`config.mk`:
```
export PLATFORM = sky130hd
export DESIGN_NAME = hps_link_endpoint
export DESIGN_NICKNAME = d
export VERILOG_FILES = /design/src/rtl/hps_link_pkg.sv /design/src/rtl/hps_link_edge_det.sv /design/src/rtl/hps_link_endpoint.sv
export SDC_FILE = /design/constraint.sdc
export NUM_CORES = 1
export LEC_CHECK = 0
export BUFFER_PORTS_ARGS = -buffer_cell sky130_fd_sc_hd__buf_2
export CAP_MARGIN = 20
export CORE_AREA = 2 2 296 298
export CTS_BUF_LIST = sky130_fd_sc_hd__clkbuf_8
export CTS_CLUSTER_SIZE = 14
export DETAILED_ROUTE_END_ITERATION = 10
export DIE_AREA = 0 0 298 300
export PLACE_DENSITY = 0.36
export SETUP_SLACK_MARGIN = 0.02
export SYNTH_ARGS = -nofsm -noshare
export SYNTH_HDL_FRONTEND = slang
export SYNTH_SLANG_ARGS = --single-unit
export TNS_END_PERCENT = 5
```
`constraint.sdc`:
```
create_clock -name clk -period 1.83 [get_ports clk]
set_input_delay 0.0915 -clock clk [delete_from_list [all_inputs] [get_ports clk]]
set_output_delay 0.0915 -clock clk [all_outputs]
set_load 0.02 [all_outputs]
```
`src/rtl/hps_link_pkg.sv`:
```
// Shared types and constants for the HPS PIO link endpoint.
// Holds the state codes exported to the HPS, the overrun bit position,
// the edge-detector mode type and the default image/class sizes.
package hps_link_pkg;

  typedef enum logic [3:0] {
    ST_IDLE    = 4'h0,
    ST_LOADING = 4'h1,
    ST_LOADED  = 4'h2,
    ST_RUNNING = 4'h3,
    ST_DONE    = 4'h4
  } link_state_e;

  typedef enum logic {
    EDGE_TOGGLE = 1'b0,
    EDGE_RISE   = 1'b1
  } edge_mode_e;

  localparam int OVERRUN_BIT     = 7;
  localparam int IMG_WORDS_DEF   = 196;
  localparam int NUM_CLASSES_DEF = 10;

  // Builds the 8-bit state export: code in [3:0], overrun flag, rest zero.
  function automatic logic [7:0] pack_state(input link_state_e st, input logic ovr);
    logic [7:0] r;
    r              = 8'h00;
    r[3:0]         = st;
    r[OVERRUN_BIT] = ovr;
    return r;
  endfunction

endpackage

```
`src/rtl/hps_link_edge_det.sv`:
```
// Event detector for one HPS PIO level.
// EDGE_TOGGLE flags any change of level, EDGE_RISE flags only 0->1.
// Reset loads the live level so leaving reset never fakes an event.
module hps_link_edge_det
  import hps_link_pkg::*;
#(
  parameter edge_mode_e MODE = EDGE_TOGGLE
) (
  input  logic clk,
  input  logic reset,
  input  logic level_i,
  output logic event_o
);

  logic prev_d;
  logic prev_q;

  // Next registered copy is simply the current level.
  always_comb begin
    prev_d = level_i;
  end

  // Registered copy of the level; reset samples the live input.
  always_ff @(posedge clk) begin
    if (reset) begin
      prev_q <= level_i;
    end else begin
      prev_q <= prev_d;
    end
  end

  // Event decode according to the configured mode.
  always_comb begin
    if (MODE == EDGE_RISE) begin
      event_o = level_i & ~prev_q;
    end else begin
      event_o = level_i ^ prev_q;
    end
  end

endmodule

```
`src/rtl/hps_link_endpoint.sv`:
```
// FPGA-side endpoint of the HPS PIO control protocol: loads image words
// into the image buffer, launches the CNN and holds its logits for the HPS.
// Optional feature macro: HPS_LINK_DEBUG_HOLD_CNT_EN (RUNNING+DONE cycle counter).
module hps_link_endpoint
  import hps_link_pkg::*;
#(
  parameter int DATA_W      = 32,
  parameter int IMG_WORDS   = IMG_WORDS_DEF,
  parameter int ADDR_W      = 8,
  parameter int NUM_CLASSES = NUM_CLASSES_DEF
) (
  input  logic                          clk,
  input  logic                          reset,
  input  logic [DATA_W-1:0]             hps_data_i,
  input  logic                          hps_data_valid_i,
  input  logic                          hps_start_conv_i,
  input  logic                          hps_logits_retrieved_i,
  output logic [7:0]                    hps_state_o,
  output logic                          img_we_o,
  output logic [ADDR_W-1:0]             img_addr_o,
  output logic [DATA_W-1:0]             img_data_o,
  output logic                          conv_start_o,
  input  logic                          conv_done_i,
  input  logic [NUM_CLASSES*DATA_W-1:0] core_logits_i,
  output logic [NUM_CLASSES*DATA_W-1:0] logits_o,
  output logic [31:0]                   debug_hold_cnt_o
);

  localparam int LOGIT_W = NUM_CLASSES * DATA_W;
  localparam logic [ADDR_W-1:0] LAST_ADDR = ADDR_W'(IMG_WORDS - 32'd1);

  logic word_ev;
  logic start_ev;
  logic ret_ev;

  link_state_e         state_d, state_q;
  logic [ADDR_W-1:0]   cnt_d, cnt_q;
  logic                overrun_d, overrun_q;
  logic                img_we_d, img_we_q;
  logic [ADDR_W-1:0]   img_addr_d, img_addr_q;
  logic [DATA_W-1:0]   img_data_d, img_data_q;
  logic                conv_start_d, conv_start_q;
  logic [LOGIT_W-1:0]  logits_d, logits_q;
  logic [7:0]          hps_state_d, hps_state_q;

  hps_link_edge_det #(.MODE(EDGE_TOGGLE)) u_valid_edge (
    .clk     (clk),
    .reset   (reset),
    .level_i (hps_data_valid_i),
    .event_o (word_ev)
  );

  hps_link_edge_det #(.MODE(EDGE_RISE)) u_start_edge (
    .clk     (clk),
    .reset   (reset),
    .level_i (hps_start_conv_i),
    .event_o (start_ev)
  );

  hps_link_edge_det #(.MODE(EDGE_RISE)) u_ret_edge (
    .clk     (clk),
    .reset   (reset),
    .level_i (hps_logits_retrieved_i),
    .event_o (ret_ev)
  );

  // Protocol state machine: next state, buffer write, start pulse, logit latch.
  always_comb begin
    state_d      = state_q;
    cnt_d        = cnt_q;
    overrun_d    = overrun_q;
    img_we_d     = 1'b0;
    img_addr_d   = img_addr_q;
    img_data_d   = img_data_q;
    conv_start_d = 1'b0;
    logits_d     = logits_q;
    case (state_q)
      ST_IDLE, ST_LOADING: begin
        if (word_ev) begin
          img_we_d   = 1'b1;
          img_addr_d = cnt_q;
          img_data_d = hps_data_i;
          if (cnt_q == LAST_ADDR) begin
            cnt_d   = {ADDR_W{1'b0}};
            state_d = ST_LOADED;
          end else begin
            cnt_d   = cnt_q + ADDR_W'(1);
            state_d = ST_LOADING;
          end
        end else begin
          state_d = state_q;
        end
      end
      ST_LOADED: begin
        // Start wins over a coincident word; the word still flags overrun.
        if (start_ev) begin
          conv_start_d = 1'b1;
          state_d      = ST_RUNNING;
        end else begin
          state_d = state_q;
        end
        if (word_ev) begin
          overrun_d = 1'b1;
        end else begin
          overrun_d = overrun_q;
        end
      end
      ST_RUNNING: begin
        if (conv_done_i) begin
          logits_d = core_logits_i;
          state_d  = ST_DONE;
        end else begin
          state_d = state_q;
        end
        if (word_ev) begin
          overrun_d = 1'b1;
        end else begin
          overrun_d = overrun_q;
        end
      end
      ST_DONE: begin
        // Release clears overrun; a word arriving in the same cycle is dropped.
        if (ret_ev) begin
          state_d   = ST_IDLE;
          overrun_d = 1'b0;
          cnt_d     = {ADDR_W{1'b0}};
        end else if (word_ev) begin
          overrun_d = 1'b1;
        end else begin
          state_d = state_q;
        end
      end
      default: begin
        state_d = ST_IDLE;
      end
    endcase
    hps_state_d = pack_state(state_q, overrun_q);
  end

  // Protocol registers with synchronous reset.
  always_ff @(posedge clk) begin
    if (reset) begin
      state_q      <= ST_IDLE;
      cnt_q        <= {ADDR_W{1'b0}};
      overrun_q    <= 1'b0;
      img_we_q     <= 1'b0;
      img_addr_q   <= {ADDR_W{1'b0}};
      img_data_q   <= {DATA_W{1'b0}};
      conv_start_q <= 1'b0;
      logits_q     <= {LOGIT_W{1'b0}};
      hps_state_q  <= 8'h00;
    end else begin
      state_q      <= state_d;
      cnt_q        <= cnt_d;
      overrun_q    <= overrun_d;
      img_we_q     <= img_we_d;
      img_addr_q   <= img_addr_d;
      img_data_q   <= img_data_d;
      conv_start_q <= conv_start_d;
      logits_q     <= logits_d;
      hps_state_q  <= hps_state_d;
    end
  end

  assign hps_state_o  = hps_state_q;
  assign img_we_o     = img_we_q;
  assign img_addr_o   = img_addr_q;
  assign img_data_o   = img_data_q;
  assign conv_start_o = conv_start_q;
  assign logits_o     = logits_q;

`ifdef HPS_LINK_DEBUG_HOLD_CNT_EN
  logic [31:0] dbg_d, dbg_q;

  // Cycle count over RUNNING+DONE, cleared on accepted start, saturating.
  always_comb begin
    if (state_q == ST_LOADED && start_ev) begin
      dbg_d = 32'h0000_0000;
    end else if ((state_q == ST_RUNNING || state_q == ST_DONE) && dbg_q != 32'hFFFF_FFFF) begin
      dbg_d = dbg_q + 32'h0000_0001;
    end else begin
      dbg_d = dbg_q;
    end
  end

  // Debug counter register.
  always_ff @(posedge clk) begin
    if (reset) begin
      dbg_q <= 32'h0000_0000;
    end else begin
      dbg_q <= dbg_d;
    end
  end

  assign debug_hold_cnt_o = dbg_q;
`else
  assign debug_hold_cnt_o = 32'h0000_0000;
`endif

endmodule

```
==> results.json, run 1 <==
{
  "status": "completed",
  "placementRows": 108,
  "ys_async_sr_fraction_pct": 0,
  "htreeDepth": 3,
  "cp_common_cell": "buf_12",
  "cts_root_buf": "clkbuf_8",
  "critical_path_required_ps": 2390,
  "setup_tns_ps": 0,
  "synth_compound_area_share_pct": 14.6,
  "postCtsSetupRepairBufs": 0,
  "cts_buffers": 77,
  "drc": 0,
  "io_buffers": 723,
  "rsz0062_at_grt": "no",
  "timing.final.crit_period_ps": 1680,
  "fmax_ghz": 0.596,
  "syn_avg_cell_area_sq_um": 7.94,
  "drt_iter0_drc": 730,
  "synthAdderAreaFrac_pct": 0.0925,
  "clock-sinks": 381,
  "crit_arrival_ps": 2240,
  "route.vias.total": 15300,
  "gr-usage-all-layers_pct": 12.1,
  "synth.cell_area_sq_mm": 0.0135,
  "synth_edf_count": 0,
  "ys_ff_latch": 381,
  "syn_inst": 1704,
  "min_period_over_period_pct": 91.6,
  "crit_family": "buffers and inverters",
  "grt_first_pass_wirelength_um": 87000,
  "vdd_drop_max_uv": 476,
  "antenna_found_initial": 2,
  "synth-seq-area-share_pct": 56.4,
  "synth_top_family_by_area": "simple AND/OR/NAND/NOR gates",
  "core_area_sq_mm": 0.0862,
  "cpMaxStageDelayCell": "dfxtp_1",
  "whs_ps": 125,
  "path_cells": "inv_2 > nor3_4 > buf_12 > buf_12 > nand2_1 > a21oi_1",
  "maxSlewViolCount": 0,
  "ys_warn_count": 0,
  "min_path_cells": 2,
  "routed_via_density": 3.81,
  "timing.final.ws_setup_ps": 153,
  "clock_skew_ps": 22.7,
  "io_pins": 760,
  "routed_wl_um": 56800,
  "place_congestion": 0.910,
  "hold_end": "u_ret_edge.prev_q",
  "r2r-end": "logits_o[193]",
  "finalHoldViolations": 0,
  "worstHoldStart": "hps_logits_retrieved_i",
  "r2r_cells": 6,
  "cap_violations": 0,
  "synth_cell_types": 44,
  "r2r_start": "state_q[1]",
  "tightestPinTransition_ps": 634,
  "hpwl_um": 40400,
  "post-place-ws_ps": 140,
  "crit_fanout": 47,
  "firstDrtPassIters": 5,
  "fp.dieH_um": 300,
  "cp.depth": 6,
  "cp_num_buf_inv": 3,
  "grt_start_max_net_pins": 108,
  "overflow": 0,
  "hold_class": "primary input to register",
  "synth-xor-area-share_pct": 0.129,
  "clk_latency_ps": 650,
  "cts_max_path_buffers": 3,
  "critPathKind": "register to register",
  "synth-main-ff-cell": "dfxtp_1",
  "leakage_nw": 10.2,
  "nNetsFinal": 3153,
  "clk_pin_slew_ps": 60,
  "muxShareOfSynthArea_pct": 0,
  "dieWidth_um": 298,
  "max_stage_delay_ps": 410,
  "cts_tree": "built",
  "area_delta_synth_final_pct": 74.5,
  "wire_per_inst_um": 14.2,
  "ant_nets": 0,
  "first_global_vias": 15700,
  "setup_violations": 0,
  "synth_simple_gate_area_share_pct": 22.2,
  "powerDensity_mw_per_mm2": 800,
  "drive_above_1_share_pct": 31.5,
  "startpoint_type": "register",
  "cp-end-kind": "register",
  "dieArea_sq_mm": 0.0894,
  "r2r_slack_ps": 150,
  "maxSlewHeadroom_pct": 57.7,
  "initial_core_util_pct": 15.7
}
[cell usage in the layout (no fill, tap or decap), drive strengths merged, types with 2 or more instances in the layout]
master	netlist	routed
nand2	728	728
buf	105	779
bufinv	0	2
o22ai	2	2
nand2b	4	4
diode	0	4
nor3b	2	2
nor2	6	6
nand4	4	4
or3b	2	2
a21oi	367	367
inv	4	27
conb	1	36
clkinv	0	5
nand3b	2	2
nor2b	5	5
nor3	5	5
dlygate4sd3	0	357
a31oi	2	2
o21ai	7	7
dfxtp	381	381
clkinvlp	0	2
nand3	5	5
clkbuf	55	96
[final cells by class]
cell class,instances,area [sq um]
well taps,1155,1450
clock buffers,96,1320
clock inverters,32,196
multi-input cells,1194,5150
diodes,4,10.0
inverters,4,15.0
fillers,9544,62600
repair buffers,1136,7850
flip-flops and latches,381,7630
[kinds of logic after synthesis]
logic type / count (synthesis)
AO/OA/AOI/OAI: 387
AND/OR/NAND/NOR: 768
XOR/XNOR: 2
adder cells (fa/ha/maj): 1
other: 1
buffers and inverters: 164
flip-flops: 381
[Yosys cell counts (3+ instances only)]
cell / number / area share (%)
nand2_1: 728 / 20
dfxtp_1: 381 / 56
a21oi_1: 367 / 14
buf_4: 59 / 3.3
clkbuf_1: 54 / 1.5
buf_2: 44 / 1.6
o21ai_0: 7 / 0.26
nor2_1: 6 / 0.17
nand3_1: 5 / 0.18
nor2b_1: 5 / 0.23
nand2b_1: 4 / 0.18
nand4_1: 4 / 0.18
nor3_1: 4 / 0.15
inv_1: 3 / 0.083
[timing repair]
| action | 4_1_cts | 5_1_grt |
|---|---|---|
| endpoints found under the hold margin | 374 | 0 |
| hold buffers | 357 | 0 |
| endpoints found under the setup margin | 0 | 10 |
| gates resized for setup | 0 | 3 |
[worst reg2reg max path, cell delays in order, from the launching register on]
cell and delay (ps):
dfxtp_1 410, inv_2 110, nor3_4 290, buf_12 250, buf_12 250, nand2_1 170
a21oi_1 130
[state kept, by name (all words and copies together) (netlist names)]
| register | count |
|---|---|
| logits_o | 320 |
| cnt_q | 8 |
| img_data_o | 32 |
| img_we_o | 1 |
| conv_start_o | 1 |
| overrun_q | 1 |
| u_ret_edge.prev_q | 1 |
| img_addr_o | 8 |
| u_valid_edge.prev_q | 1 |
| u_start_edge.prev_q | 1 |
| state_q | 3 |
| hps_state_o | 4 |
[stage by stage]
| step | cell area (sq um) | power [mW] | cells | util (%) |
|---|---|---|---|---|
| 2_1_floorplan | 13700 | 9.07 | 1739 | - |
| 3_3_place_gp | 18500 | 9.65 | 3513 | 21.5 |
| 3_5_place_dp | 18500 | 9.66 | 3513 | 21.5 |
| 4_1_cts | 23600 | 19.4 | 3998 | 27.4 |
| 5_1_grt | 23600 | 19.9 | 4001 | 27.4 |
| 6_report | 23600 | 18.9 | 4002 | 27.4 |
[how the worst max path moves through the flow]
| stage | from | endpoint | slack (ps) |
|---|---|---|---|
| final | state_q[1] | logits_o[193] | 150 |
| after global routing | state_q[1] | logits_o[193] | 20 |
| after CTS | state_q[2] | logits_o[218] | 150 |
| after detailed placement | state_q[1] | logits_o[193] | 140 |
| after global placement | state_q[1] | logits_o[193] | 180 |
| after floorplan | cnt_q[0] | cnt_q[6] | 240 |
[metal layers]
metal  part of all wire (%)  routed length, um  vias up  track usage [%]
li1                       -                  -     7612                -
met1                     40              22600     7040             13.4
met2                     50              28500      514             21.7
met3                    7.3               4170      100             4.00
met4                    2.7               1540        0             4.55
met5                      0                  0        -                0
[report_power, final]
part           leakage (nW)  total, mW  internal, mW  switching (mW)
combinational          6.31       1.68         0.947           0.734
clock                 0.859       8.79          4.96            3.83
sequential             3.08       8.42          8.38          0.0402
No activity file was read; power rests on OpenSTA's default activity.
==> inputs of run 2 (changes only) <==
--- a/config.mk
+++ b/config.mk
@@ -7,11 +7,11 @@
 export LEC_CHECK = 0
 export BUFFER_PORTS_ARGS = -buffer_cell sky130_fd_sc_hd__buf_2
 export CAP_MARGIN = 20
-export CORE_AREA = 2 2 296 298
+export CORE_AREA = 2 2 295 297
 export CTS_BUF_LIST = sky130_fd_sc_hd__clkbuf_8
 export CTS_CLUSTER_SIZE = 14
 export DETAILED_ROUTE_END_ITERATION = 10
-export DIE_AREA = 0 0 298 300
+export DIE_AREA = 0 0 297 299
 export PLACE_DENSITY = 0.36
 export SETUP_SLACK_MARGIN = 0.02
 export SYNTH_ARGS = -nofsm -noshare
==> constraint.sdc (replaced) <==
create_clock -name clk -period 1.95 [get_ports clk]
set_input_delay 0.0975 -clock clk [delete_from_list [all_inputs] [get_ports clk]]
set_output_delay 0.0975 -clock clk [all_outputs]
set_load 0.02 [all_outputs]
==> run 2 against run 1 <==
Compared with the run above:
- fmax fell by 11%
- power down 6.1%
- non-clock buffer count is 13 higher
- sequential power fell by 6.1%
- highest routed layer unchanged
- die area shrank 0.67%
- routed wire length up 1.8%
- hold slack gained 12 ps
- clock power down 6.7%
- global-route usage is 0.20 points higher
- via count grew 0.90%
- clock-buffer cell count did not move
- utilization rose by 0.36 points
==> results.json, run 2 (same netlist as run 1, synthesis figures left out) <==
{
  "fin_cells": 4015,
  "wire_per_inst_um": 14.4,
  "cap_violations": 0,
  "cp-end-kind": "register",
  "placed_cells": 3507,
  "io_buffers": 723,
  "nNetsFinal": 3165,
  "cts_buffers": 76,
  "gr-usage-all-layers_pct": 12.3,
  "maxSlewHeadroom_pct": 49.1,
  "design_area_sq_mm": 0.0239,
  "drive_above_1_share_pct": 31.3,
  "crit_arrival_ps": 2420,
  "clk_pin_slew_ps": 60,
  "mostFrequentLayoutCells": "nand2_1 (727), buf_2 (722), dfxtp_1 (377)",
  "dieWidth_um": 297,
  "min_path_cells": 2,
  "cp.depth": 7,
  "timing.final.crit_period_ps": 1890,
  "largest_reg_flops": 320,
  "finalHoldViolations": 0,
  "critical_path_required_ps": 2490,
  "io_pins": 760,
  "path_cells": "xnor2_2 > nor3_4 > buf_4 > buf_12 > nand2_1 > a21oi_1 > dlygate4sd3_1",
  "hpwl_um": 41200,
  "tightestPinTransition_ps": 764,
  "routed_wl_um": 57900,
  "nFillCells": 9434,
  "initial_core_util_pct": 15.7,
  "grt_start_max_net_pins": 130,
  "cts_tree": "built",
  "placementRows": 108,
  "drt_iter0_drc": 908,
  "overflow": 0,
  "crit_fanout": 20,
  "ant_nets": 0,
  "dieArea_sq_mm": 0.0888,
  "r2r_cells": 7,
  "clk_latency_ps": 650,
  "status": "completed",
  "drc": 0,
  "clock_skew_ps": 27.7,
  "cp_num_buf_inv": 3,
  "core_area_sq_mm": 0.0859,
  "crit_family": "buffers and inverters",
  "routed_via_density": 3.84,
  "leakage_nw": 10.4,
  "firstDrtPassIters": 7,
  "powerDensity_mw_per_mm2": 744,
  "grt_first_pass_wirelength_um": 87400,
  "clock-sinks": 381,
  "antenna_found_initial": 1,
  "htreeDepth": 3,
  "min_period_over_period_pct": 96.8,
  "hold_class": "primary input to register",
  "maxSlewViolCount": 0,
  "startpoint_type": "register",
  "route.vias.total": 15400,
  "final-seq-area_sq_mm": 0.00763,
  "setup_violations": 0,
  "vdd_drop_max_uv": 393,
  "max_stage_delay_ps": 580,
  "fmax_ghz": 0.530,
  "area_delta_synth_final_pct": 76.3,
  "cts_max_path_buffers": 3,
  "cpMaxStageDelayCell": "dlygate4sd3_1",
  "multi_input_area_sq_mm": 0.00518,
  "first_global_vias": 15600,
  "cts_root_buf": "clkbuf_8",
  "critPathKind": "register to register",
  "placed_cell_area_sq_mm": 0.0185,
  "fp.dieH_um": 299,
  "place_congestion": 0.896,
  "mostFrequentLayoutCell": "nand2_1"
}
## run 2: cell count changes in the layout (fill, tap and decap cells not counted), sizes merged
cell and change:
buf -4, dlygate4sd3 +15, clkinv -2, inv +8
bufinv -1, diode -3, clkinvlp -2, clkbuf +2
## run 2: per-layer routing
layer | vias to the layer above | track usage, % | part of all wire (%) | wire length, um
li1 | 7636 | - | - | -
met1 | 7072 | 13.6 | 39 | 22500
met2 | 563 | 21.6 | 50 | 28800
met3 | 132 | 3.83 | 7.6 | 4410
met4 | 0 | 5.95 | 3.7 | 2140
met5 | - | 0 | 0 | 0
## run 2: power by group
group | internal (mW) | switching [mW]
logic | 0.925 | 0.704
registers | 7.86 | 0.0471
clock network | 4.55 | 3.65
## run 2: metrics by stage
step | util, % | hold slack (ps) | setup slack [ps] | total power [mW] | TNS, ps
CTS | 27.6 | 44.6 | 37.6 | 18.1 | 0
global placement | 21.5 | 217 | 209 | 9.03 | 0
floorplan | - | 125 | 360 | 8.52 | 0
finish | 27.8 | 137 | 62.5 | 17.7 | 0
detailed placement | 21.5 | 215 | 158 | 9.03 | 0
global route | 27.8 | 73.0 | -25.4 | 18.6 | -54.9
## run 2: what timing repair did
action                                  CTS  global route
hold buffers                            372             0
gates resized for setup                   0            14
setup buffers                             0             2
endpoints found under the setup margin    0            17
hold endpoints to repair                367             0
## run 2: cell type report
cell class	instances	share of cell area (%)
repair buffers	1149	33.8
flip-flops and latches	381	32.0
multi-input cells	1194	21.7
well taps	1155	6.06
clock buffers	96	5.54
clock inverters	35	0.829
inverters	4	0.0629
diodes	1	0.0105
## run 2: final timing paths
kind | from | end | slack (ps)
setup reg to reg | u_valid_edge.prev_q | img_data_o[4] | 60
hold / removal | hps_logits_retrieved_i | u_ret_edge.prev_q | 140
setup / recovery | u_valid_edge.prev_q | img_data_o[4] | 60
hold reg to reg | img_addr_o[1] | img_addr_o[1] | 450
## run 2: worst reg2reg max path: stages, from the launching register on
cell           delay (ps)
dfxtp_2               340
xnor2_2               320
nor3_4                 70
buf_4                 170
buf_12                160
nand2_1                70
a21oi_1                60
dlygate4sd3_1         580
